===== config.mk =====
export PLATFORM = sky130hd
export DESIGN_NAME = uart_buffered
export DESIGN_NICKNAME = d
export VERILOG_FILES = /design/src/rtl/uart_buffered.sv
export SDC_FILE = /design/constraint.sdc
export NUM_CORES = 1
export LEC_CHECK = 0
export ABC_CLOCK_PERIOD_IN_PS = 4100
export BUFFER_PORTS_ARGS = -buffer_cell sky130_fd_sc_hd__buf_2
export CORE_MARGIN = 5
export CORE_UTILIZATION = 25
export DETAILED_ROUTE_END_ITERATION = 6
export GPL_TIMING_DRIVEN = 0
export PLACE_DENSITY = 0.42
export SYNTH_ARGS = -nofsm -noshare
export SYNTH_HDL_FRONTEND = slang
export SYNTH_SLANG_ARGS = --single-unit

===== constraint.sdc =====
create_clock -name clk -period 4.1 [get_ports clk]
set_clock_uncertainty 0.1 [all_clocks]
set_input_delay 0.82 -clock clk [delete_from_list [all_inputs] [get_ports clk]]
set_output_delay 0.82 -clock clk [all_outputs]
set_load 0.02 [all_outputs]

===== src/rtl/uart_buffered.sv =====
// uart_buffered: 16x-oversampled UART with TX/RX FIFOs,
// parity/framing tags, sticky overrun and internal loopback.
module uart_buffered #(
  parameter int DATA_WIDTH = 8,
  parameter int FIFO_DEPTH = 16,
  parameter int DIV_WIDTH  = 16,
  localparam int LW = $clog2(FIFO_DEPTH + 1)
) (
  input  logic                  clk,
  input  logic                  rst,
  input  logic [DIV_WIDTH-1:0]  baud_div,
  input  logic [1:0]            parity_mode,
  input  logic                  stop_bits,
  input  logic                  loopback,
  input  logic [DATA_WIDTH-1:0] tx_data,
  input  logic                  tx_valid,
  output logic                  tx_ready,
  output logic [LW-1:0]         tx_level,
  output logic                  tx_busy,
  output logic [DATA_WIDTH-1:0] rx_data,
  output logic                  rx_valid,
  input  logic                  rx_ready,
  output logic                  rx_parity_err,
  output logic                  rx_frame_err,
  output logic [LW-1:0]         rx_level,
  output logic                  rx_overrun,
  input  logic                  rx_ovr_clr,
  output logic                  uart_tx,
  input  logic                  uart_rx
);

  localparam int AW = $clog2(FIFO_DEPTH);
  localparam int RW = DATA_WIDTH + 2;
  localparam logic [LW-1:0] FULL = LW'(FIFO_DEPTH);
  localparam logic [3:0] LAST = 4'(DATA_WIDTH - 1);

  typedef enum logic [2:0] {
    S_IDLE, S_START, S_DATA,
    S_PAR, S_STOP1, S_STOP2
  } st_t;

  // ---------------- TX FIFO ----------------
  logic [DATA_WIDTH-1:0] tx_mem [FIFO_DEPTH];
  logic [AW-1:0]         tx_wp, tx_rp;
  logic [LW-1:0]         tx_cnt;
  logic                  tx_wr, tx_pop, tx_empty;
  logic [DATA_WIDTH-1:0] tx_head;

  assign tx_ready = tx_cnt != FULL;
  assign tx_empty = tx_cnt == '0;
  assign tx_wr    = tx_valid && tx_ready;
  assign tx_level = tx_cnt;
  assign tx_head  = tx_mem[tx_rp];

  // TX FIFO pointers and occupancy
  always_ff @(posedge clk) begin
    if (rst) begin
      tx_wp  <= '0;
      tx_rp  <= '0;
      tx_cnt <= '0;
    end else begin
      if (tx_wr)  tx_wp <= tx_wp + 1'b1;
      if (tx_pop) tx_rp <= tx_rp + 1'b1;
      if (tx_wr && !tx_pop)
        tx_cnt <= tx_cnt + 1'b1;
      else if (!tx_wr && tx_pop)
        tx_cnt <= tx_cnt - 1'b1;
    end
  end

  // TX FIFO storage
  always_ff @(posedge clk) begin
    if (tx_wr) tx_mem[tx_wp] <= tx_data;
  end

  // ---------------- TX engine ----------------
  st_t                   tx_st, tx_nx;
  logic [DIV_WIDTH-1:0]  tx_pre, tx_bd;
  logic [3:0]            tx_tc, tx_bc;
  logic [DATA_WIDTH-1:0] tx_sh;
  logic                  tx_par, tx_pen, tx_stop2;
  logic                  tx_q, tx_bit, tx_fin;
  logic                  tx_tick, tx_done;

  assign tx_tick = tx_pre == tx_bd;
  assign tx_done = tx_tick && (tx_tc == 4'hF);
  assign tx_busy = tx_st != S_IDLE;
  assign uart_tx = loopback ? 1'b1 : tx_q;

  // TX next state, pop request and line level
  always_comb begin
    tx_nx  = tx_st;
    tx_pop = 1'b0;
    tx_bit = 1'b1;
    tx_fin = 1'b0;
    unique case (tx_st)
      S_IDLE: begin
        if (!tx_empty) begin
          tx_nx  = S_START;
          tx_pop = 1'b1;
        end
      end
      S_START: begin
        tx_bit = 1'b0;
        if (tx_done) tx_nx = S_DATA;
      end
      S_DATA: begin
        tx_bit = tx_sh[0];
        if (tx_done && tx_bc == LAST)
          tx_nx = tx_pen ? S_PAR : S_STOP1;
      end
      S_PAR: begin
        tx_bit = tx_par;
        if (tx_done) tx_nx = S_STOP1;
      end
      S_STOP1: begin
        if (tx_done) begin
          if (tx_stop2) tx_nx = S_STOP2;
          else          tx_fin = 1'b1;
        end
      end
      S_STOP2: begin
        if (tx_done) tx_fin = 1'b1;
      end
      default: tx_nx = S_IDLE;
    endcase
    // chain straight into the next frame
    if (tx_fin) begin
      tx_nx  = tx_empty ? S_IDLE : S_START;
      tx_pop = !tx_empty;
    end
  end

  // TX state, prescaler, shifter and registered pin
  always_ff @(posedge clk) begin
    if (rst) begin
      tx_st    <= S_IDLE;
      tx_q     <= 1'b1;
      tx_pre   <= '0;
      tx_bd    <= '0;
      tx_tc    <= '0;
      tx_bc    <= '0;
      tx_sh    <= '0;
      tx_par   <= 1'b0;
      tx_pen   <= 1'b0;
      tx_stop2 <= 1'b0;
    end else begin
      tx_st <= tx_nx;
      tx_q  <= tx_bit;
      if (tx_pop) begin
        tx_sh    <= tx_head;
        tx_par   <= ^tx_head ^ (parity_mode == 2'd2);
        tx_pen   <= (parity_mode == 2'd1) ||
                    (parity_mode == 2'd2);
        tx_stop2 <= stop_bits;
        tx_bd    <= baud_div;
        tx_pre   <= '0;
        tx_tc    <= '0;
        tx_bc    <= '0;
      end else if (tx_st != S_IDLE) begin
        if (tx_tick) begin
          tx_pre <= '0;
          tx_tc  <= tx_tc + 1'b1;
          if (tx_tc == 4'hF && tx_st == S_DATA) begin
            tx_sh <= tx_sh >> 1;
            tx_bc <= tx_bc + 1'b1;
          end
        end else begin
          tx_pre <= tx_pre + 1'b1;
        end
      end
    end
  end

  // ---------------- RX engine ----------------
  logic                  rs1, rs2, rprev, rx_fall;
  st_t                   rx_st, rx_nx;
  logic [DIV_WIDTH-1:0]  rx_pre, rx_bd;
  logic [3:0]            rx_tc, rx_bc;
  logic [DATA_WIDTH-1:0] rx_sh;
  logic                  rx_pen, rx_odd, rx_stop2;
  logic                  rx_perr, rx_ferr;
  logic                  rx_tick, rx_smp, rx_push;
  logic [RW-1:0]         rx_word;

  assign rx_fall = rprev && !rs2;
  assign rx_tick = rx_pre == rx_bd;
  assign rx_smp  = rx_tick && (rx_tc == 4'd7);
  assign rx_word = {rx_perr, rx_ferr | !rs2, rx_sh};

  // two-flop synchroniser plus edge history
  always_ff @(posedge clk) begin
    if (rst) begin
      rs1   <= 1'b1;
      rs2   <= 1'b1;
      rprev <= 1'b1;
    end else begin
      rs1   <= loopback ? tx_q : uart_rx;
      rs2   <= rs1;
      rprev <= rs2;
    end
  end

  // RX next state and push strobe
  always_comb begin
    rx_nx   = rx_st;
    rx_push = 1'b0;
    unique case (rx_st)
      S_IDLE: begin
        if (rx_fall) rx_nx = S_START;
      end
      S_START: begin
        if (rx_smp) rx_nx = rs2 ? S_IDLE : S_DATA;
      end
      S_DATA: begin
        if (rx_smp && rx_bc == LAST)
          rx_nx = rx_pen ? S_PAR : S_STOP1;
      end
      S_PAR: begin
        if (rx_smp) rx_nx = S_STOP1;
      end
      S_STOP1: begin
        if (rx_smp) begin
          if (rx_stop2) begin
            rx_nx = S_STOP2;
          end else begin
            rx_nx   = S_IDLE;
            rx_push = 1'b1;
          end
        end
      end
      S_STOP2: begin
        if (rx_smp) begin
          rx_nx   = S_IDLE;
          rx_push = 1'b1;
        end
      end
      default: rx_nx = S_IDLE;
    endcase
  end

  // RX state, prescaler, sampling and error tags
  always_ff @(posedge clk) begin
    if (rst) begin
      rx_st    <= S_IDLE;
      rx_pre   <= '0;
      rx_bd    <= '0;
      rx_tc    <= '0;
      rx_bc    <= '0;
      rx_sh    <= '0;
      rx_pen   <= 1'b0;
      rx_odd   <= 1'b0;
      rx_stop2 <= 1'b0;
      rx_perr  <= 1'b0;
      rx_ferr  <= 1'b0;
    end else begin
      rx_st <= rx_nx;
      if (rx_st == S_IDLE) begin
        if (rx_fall) begin
          rx_pre   <= '0;
          rx_tc    <= '0;
          rx_bc    <= '0;
          rx_bd    <= baud_div;
          rx_pen   <= (parity_mode == 2'd1) ||
                      (parity_mode == 2'd2);
          rx_odd   <= parity_mode == 2'd2;
          rx_stop2 <= stop_bits;
          rx_perr  <= 1'b0;
          rx_ferr  <= 1'b0;
        end
      end else begin
        if (rx_tick) begin
          rx_pre <= '0;
          rx_tc  <= rx_tc + 1'b1;
        end else begin
          rx_pre <= rx_pre + 1'b1;
        end
        if (rx_smp) begin
          case (rx_st)
            S_DATA: begin
              rx_sh <= {rs2, rx_sh[DATA_WIDTH-1:1]};
              rx_bc <= rx_bc + 1'b1;
            end
            S_PAR:   rx_perr <= (^rx_sh ^ rx_odd) != rs2;
            S_STOP1: rx_ferr <= rx_ferr | !rs2;
            S_STOP2: rx_ferr <= rx_ferr | !rs2;
            default: ;
          endcase
        end
      end
    end
  end

  // ---------------- RX FIFO ----------------
  logic [RW-1:0] rx_mem [FIFO_DEPTH];
  logic [AW-1:0] rx_wp, rx_rp;
  logic [LW-1:0] rx_cnt;
  logic          rx_full, rx_pop, rx_wr, rx_drop;
  logic [RW-1:0] rx_head;

  assign rx_full  = rx_cnt == FULL;
  assign rx_valid = rx_cnt != '0;
  assign rx_pop   = rx_ready && rx_valid;
  assign rx_wr    = rx_push && (!rx_full || rx_pop);
  assign rx_drop  = rx_push && rx_full && !rx_pop;
  assign rx_head  = rx_mem[rx_rp];
  assign rx_data  = rx_head[DATA_WIDTH-1:0];
  assign rx_frame_err  = rx_valid && rx_head[DATA_WIDTH];
  assign rx_parity_err = rx_valid && rx_head[DATA_WIDTH+1];
  assign rx_level = rx_cnt;

  // RX FIFO pointers, occupancy and sticky overrun
  always_ff @(posedge clk) begin
    if (rst) begin
      rx_wp      <= '0;
      rx_rp      <= '0;
      rx_cnt     <= '0;
      rx_overrun <= 1'b0;
    end else begin
      if (rx_wr)  rx_wp <= rx_wp + 1'b1;
      if (rx_pop) rx_rp <= rx_rp + 1'b1;
      if (rx_wr && !rx_pop)
        rx_cnt <= rx_cnt + 1'b1;
      else if (!rx_wr && rx_pop)
        rx_cnt <= rx_cnt - 1'b1;
      if (rx_drop)
        rx_overrun <= 1'b1;
      else if (rx_ovr_clr)
        rx_overrun <= 1'b0;
    end
  end

  // RX FIFO storage
  always_ff @(posedge clk) begin
    if (rx_wr) rx_mem[rx_wp] <= rx_word;
  end

endmodule

==> results.yml, run 1 <==
yosys:
  synth.distinct_cells: 55
  synth_compound_area_frac: 0.0484
  synth-edff-count: 288
  yosys.area_share.simple: 0.101
  synth_top_family_by_area: "multiplexers"
  syn-instance-count: 1290
  ys_seq_area_frac: 0.645
  syn-num-nets: 1352
  synth_mux_area_frac: 0.117
  synth_xor_area_frac: 0.0459
  synth.most_common_cell: "edfxtp_1"
  async_flop_share: 0
  yosysWarnings: 0
  ys_top_cells_by_area: "edfxtp_1 (48%), dfxtp_1 (17%), mux4_2 (8.9%), xor2_1 (2.7%), nand2_1 (2.7%)"
  synth.avg_cell_area_um2: 14.0
  synthAdderAreaFrac: 0.0203
  synthFlopType: "edfxtp_1"
  synth_top_area_share: 0.479
  ys_seq_elements: 437
  syn_area_um2: 18000
  yosys-top-cells-count: "edfxtp_1 (288), dfxtp_1 (149), nand2_1 (130)"
  yosys.area.top_type: "edfxtp_1"
die:
  num_rows: 98
  fp.dieW_um: 279
  fp.dieH_um: 279
  core_area_um2: 71500
  io_pins: 59
  start_util: 0.252
  dieArea_um2: 77600
grt:
  grt_max_degree: 20
  grt_usage: 0.113
  grt_pass1_vias: 11100
  antenna_found_initial: 1
  grt_pass1_wl_mm: 68.2
  grt-ovfl-total: 0
power:
  sequentialPowerShare: 0.410
  finalPower_mw: 12.4
  internal_power_mw: 8.74
  ir_worst_vdd_v: 0.000312
  power_switching_mw: 3.67
  switching_share: 0.296
  combPwrFrac: 0.243
  power_density_nw_per_um2: 583
  p_clk_frac: 0.347
  p_leak_nw: 7.27
sta:
  holdWs_ps: 366
  drv_slew: 0
  rsz0062_at_grt: "false"
  hold_violations: 0
  max_freq_mhz: 259
  tightest_slew_ps: 1320
  fin_crit_sh: 0.943
  slew-limit-headroom: 0.119
  setup_violations: 0
  finalCriticalPeriod_ps: 3870
  fin_setup_tns_ps: 0
clock_tree:
  cts_buffers: 50
  hold_buffers: 0
  clock_sinks: 437
  path_clk_slew_ps: 60
  clockBufferDepth: 3
  cts_tree: "yes"
  htree_levels: 2
  root_buffer: "clkbuf_16"
  clk_latency_ps: 600
critical_path:
  crit_top_cell: "mux4_2"
  arrival_ps: 2950
  path_delay_family: "multiplexers"
  r2r-start: "rx_pre[4]"
  critPathMaxFanout: 10
  critPathBufInv: 4
  r2r_cells: 16
  slowest_stage: "mux4_2"
  required_ps: 3180
  rrSetupSlack_ps: 280
  critical_path_class: "reg2out"
  max_stage_delay_ps: 580
  crit_path_end_kind: "output port"
  crit_path_start_kind: "flip-flop"
  cp_cell_sequence: "clkbuf_1 > buf_4 > buf_6 > mux4_2 > mux4_2 > buf_2"
  crit-reg2reg-capture: "rx_level[4]"
hold_path:
  min_from: "tx_par"
  hold_depth: 2
  hold_path_end: "tx_par"
  hold_class: "reg2reg"
cells_and_area:
  area_delta_synth_final_pct: 18.0
  finalNetCount: 1469
  final_cells: 2400
  drive_above_1_share: 0.171
  fin_area_um2: 21300
placed_design:
  place_area_um2: 19600
  place_congestion: 0.794
  io_buffers: 57
  place_inst: 2302
  dpl.hpwl_mm: 30.5
route:
  dr.pass1.iters: 5
  route.detailed.wl_per_inst_um: 18.6
  viasPerCell: 4.47
  drtAntennaViolNets: 0
  vias: 10700
  drt_iter0_drc: 632
  routed_wl_mm: 44.7
  route.detailed.drc: 0
outcome:
  status: "finished, final reports clean"
flow_run:
  drv_cap: 0
[sequential cells by signal, indices dropped and copies added (netlist names), 4 cells and up, named ones only]
name,flops
rx_bd,16
rx_bc,4
tx_rp,4
tx_bc,4
tx_level,5
rx_tc,4
rx_level,5
tx_sh,8
rx_wp,4
rx_rp,4
rx_pre,16
rx_sh,8
tx_bd,16
tx_pre,16
tx_tc,4
rx_mem,160
tx_mem,128
tx_wp,4
[cell usage in the layout, fill, tap and decap left out, types with 12 or more instances in the layout]
master	count
edfxtp_1	288
dfxtp_1	145
nand2_1	130
nor2_1	98
a21oi_1	87
mux4_2	71
buf_2	62
xor2_1	56
clkbuf_1	55
clkbuf_16	50
nand3_1	35
xnor2_1	29
o21ai_0	28
ha_1	26
nor3_1	23
inv_1	22
and3_1	20
mux4_1	15
mux2i_1	12
[power by group through the flow]
| stage | combinational (mW) | sequential [mW] | clock, mW |
|---|---|---|---|
| 3_5_place_dp | 3.03 | 5.18 | 0 |
| 3_3_place_gp | 3.01 | 5.18 | 0 |
| 6_report | 3.02 | 5.09 | 4.30 |
| 4_1_cts | 3.08 | 5.09 | 4.45 |
| 2_1_floorplan | 2.12 | 5.17 | 0 |
| 5_1_grt | 3.35 | 5.12 | 4.63 |
[stage by stage]
step,worst slack (ps),utilization
after floorplan,479,-
after global placement,-589,0.273
after detailed placement,-598,0.274
after CTS,51.6,0.297
after global routing,5.51,0.298
final,234,0.298
[cell type report]
cell class | count | area (um^2)
Timing Repair Buffer | 67 | 379
Clock inverter | 25 | 208
Clock buffer | 68 | 1380
Antenna cell | 2 | 5.00
Tap cell | 950 | 1190
Buffer | 66 | 320
Inverter | 24 | 93.8
Multi-Input combinational cell | 761 | 6080
Sequential cell | 437 | 11600
Fill cell | 7232 | 50200
[worst min-delay path: stages, from the launching register on]
cell and delay, ps:
dfxtp_1 310, nand2_1 50, a21oi_1 50
[how the worst max path moves through the flow]
stage / cells after the start / endpoint
5_1_grt: 16 / rx_level[4]
2_1_floorplan: 16 / rx_level[4]
3_5_place_dp: 16 / rx_level[4]
4_1_cts: 6 / rx_data[2]
6_report: 6 / rx_data[2]
3_3_place_gp: 16 / rx_level[4]
[routing by layer]
| layer | share of wire | vias up | global-route usage | wire (um) |
|---|---|---|---|---|
| li1 | - | 5070 | - | - |
| met1 | 0.46 | 5368 | 0.154 | 20500 |
| met2 | 0.47 | 214 | 0.188 | 21200 |
| met3 | 0.045 | 71 | 0.0206 | 2030 |
| met4 | 0.022 | 0 | 0.0323 | 969 |
| met5 | 0 | - | 0 | 0 |
[cell families (layout without fill, tap and decap cells)]
| group | after synthesis | in the layout |
|---|---|---|
| DFF | 437 | 437 |
| other | 0 | 2 |
| buffers and inverters | 92 | 250 |
| AOI/OAI and AO/OA | 154 | 154 |
| muxes | 98 | 98 |
| adders and majority gates | 28 | 28 |
| and+or+nand+nor | 392 | 392 |
| xor gates and xnor gates | 89 | 89 |
[timing repair]
action                     4_1_cts  5_1_grt
buffers inserted                 3        2
setup endpoints to repair       15        5
resized for setup               11       10
pin swaps                        1        2
No activity file was read; power rests on OpenSTA's default activity.
==> inputs of run 2 (changes only) <==
- CTS_BUF_LIST: unset -> sky130_fd_sc_hd__clkbuf_16
- CTS_CLUSTER_DIAMETER: unset -> 100
==> results.yml, run 2 (synthesis gave the netlist of run 1 again) <==
outcome:
  status: "finished, final reports clean"
die:
  fp.dieH_um: 279
  core_area_um2: 71500
  num_rows: 98
  start_util: 0.252
  dieArea_um2: 77600
  io_pins: 59
  fp.dieW_um: 279
clock_tree:
  clock_sinks: 437
  clockBufferDepth: 3
  clk_latency_ps: 600
  path_clk_slew_ps: 60
  cts_tree: "yes"
  htree_levels: 2
  cts_buffers: 50
  root_buffer: "clkbuf_16"
sta:
  setup_violations: 0
  rsz0062_at_grt: "false"
  fin_crit_sh: 0.948
  finalCriticalPeriod_ps: 3890
  drv_slew: 0
  setup_ws_ps: 211
  hold_violations: 0
  slew-limit-headroom: 0.146
  tightest_slew_ps: 1280
  max_freq_mhz: 257
placed_design:
  dpl.hpwl_mm: 30.5
  io_buffers: 57
  place_inst: 2302
  pre_cts_ws_ps: -598
  place_congestion: 0.794
critical_path:
  arrival_ps: 2970
  required_ps: 3180
  crit_path_end_kind: "output port"
  crit_path_start_kind: "flip-flop"
  rrSetupSlack_ps: 260
  r2r_cells: 16
  crit_path_end: "rx_data[2]"
  r2r-start: "rx_pre[4]"
  critical_path_class: "reg2out"
  crit-reg2reg-capture: "rx_level[4]"
  critPathMaxFanout: 10
route:
  route.detailed.drc: 0
  viasPerCell: 4.47
  drt_iter0_drc: 680
  routed_wl_mm: 44.6
  dr.pass1.iters: 5
  vias: 10700
  drtAntennaViolNets: 0
  route.detailed.wl_per_inst_um: 18.6
power:
  power_density_nw_per_um2: 585
  ir_worst_vdd_v: 0.000316
  p_leak_nw: 7.32
cells_and_area:
  final_cells: 2399
  top_regs: "rx_mem: 160 flops, tx_mem: 128 flops"
  area_delta_synth_final_pct: 18.1
  finalNetCount: 1469
  drive_above_1_share: 0.167
  final_cell_mix: "edfxtp_1 (288), dfxtp_1 (145), nand2_1 (130)"
  mostFrequentLayoutCell: "edfxtp_1"
  top_register: "rx_mem"
  largest_reg_flops: 160
grt:
  busiest_layer: "met2"
  grt_max_degree: 20
  grt_usage: 0.113
  use_met2: 0.188
  grt_pass1_vias: 11100
  met3_usage: 0.0204
  antenna_found_initial: 1
  grt-ovfl-total: 0
  grt_pass1_wl_mm: 67.9
  use_met1: 0.152
hold_path:
  hold_class: "reg2reg"
  hold_depth: 1
flow_run:
  drv_cap: 0
## run 2: cell count changes in the layout (fill, tap and decap cells not counted)
cell	before	now
clkbuf_8	6	0
inv_1	22	32
clkinvlp_4	2	1
clkinv_1	10	17
clkbuf_1	55	43
bufinv_16	2	5
clkinv_2	10	7
inv_8	0	1
## run 2: repair_timing
action	CTS	global route
endpoints found under the setup margin	15	5
gates cloned	0	0
pin swaps	1	2
hold buffers	0	0
gates resized for setup	11	10
buffers inserted	3	2
## run 2: layout make-up
type	instances	area (um^2)
Buffer	66	320
Tap cell	950	1190
Clock inverter	42	350
Antenna cell	2	5.00
Fill cell	7232	50200
Clock buffer	50	1250
Multi-Input combinational cell	761	6080
Sequential cell	437	11600
Inverter	24	93.8
Timing Repair Buffer	67	379
## run 2: stage by stage
step	setup TNS (ps)	cell area (um^2)	total power, mW	utilization	hold slack [ps]
floorplan	0	18000	7.29	-	289
global placement	-6510	19500	8.19	0.273	347
detailed placement	-1200	19600	8.21	0.274	352
CTS	0	21300	12.7	0.297	337
global route	0	21300	13.1	0.298	359
finish	0	21300	12.5	0.298	362
## run 2: power by group
part	internal (mW)	leakage (nW)	switching, mW	total, mW
registers	4.90	3.85	0.185	5.09
logic	1.34	2.64	1.69	3.03
clock network	2.54	0.825	1.80	4.34
total	8.79	7.32	3.67	12.5
## run 2: worst min-delay path by stage
stage / from / end
after floorplan: rs1 / rs2
after global placement: rs1 / rs2
after detailed placement: rs1 / rs2
after CTS: loopback / rs1
after global routing: loopback / rs1
final: rs1 / rs2
## run 2: routing by layer
layer | up-vias | share of wire
met2 | 274 | 0.47
met1 | 5305 | 0.45
met3 | 77 | 0.053
met4 | 0 | 0.024
li1 | 5059 | -
met5 | - | 0
## run 2: critical path: stages (launching register included)
cell,delay [ps]
dfxtp_1,310
clkbuf_1,250
buf_6,230
buf_4,270
mux4_2,590
mux4_2,540
buf_2,190
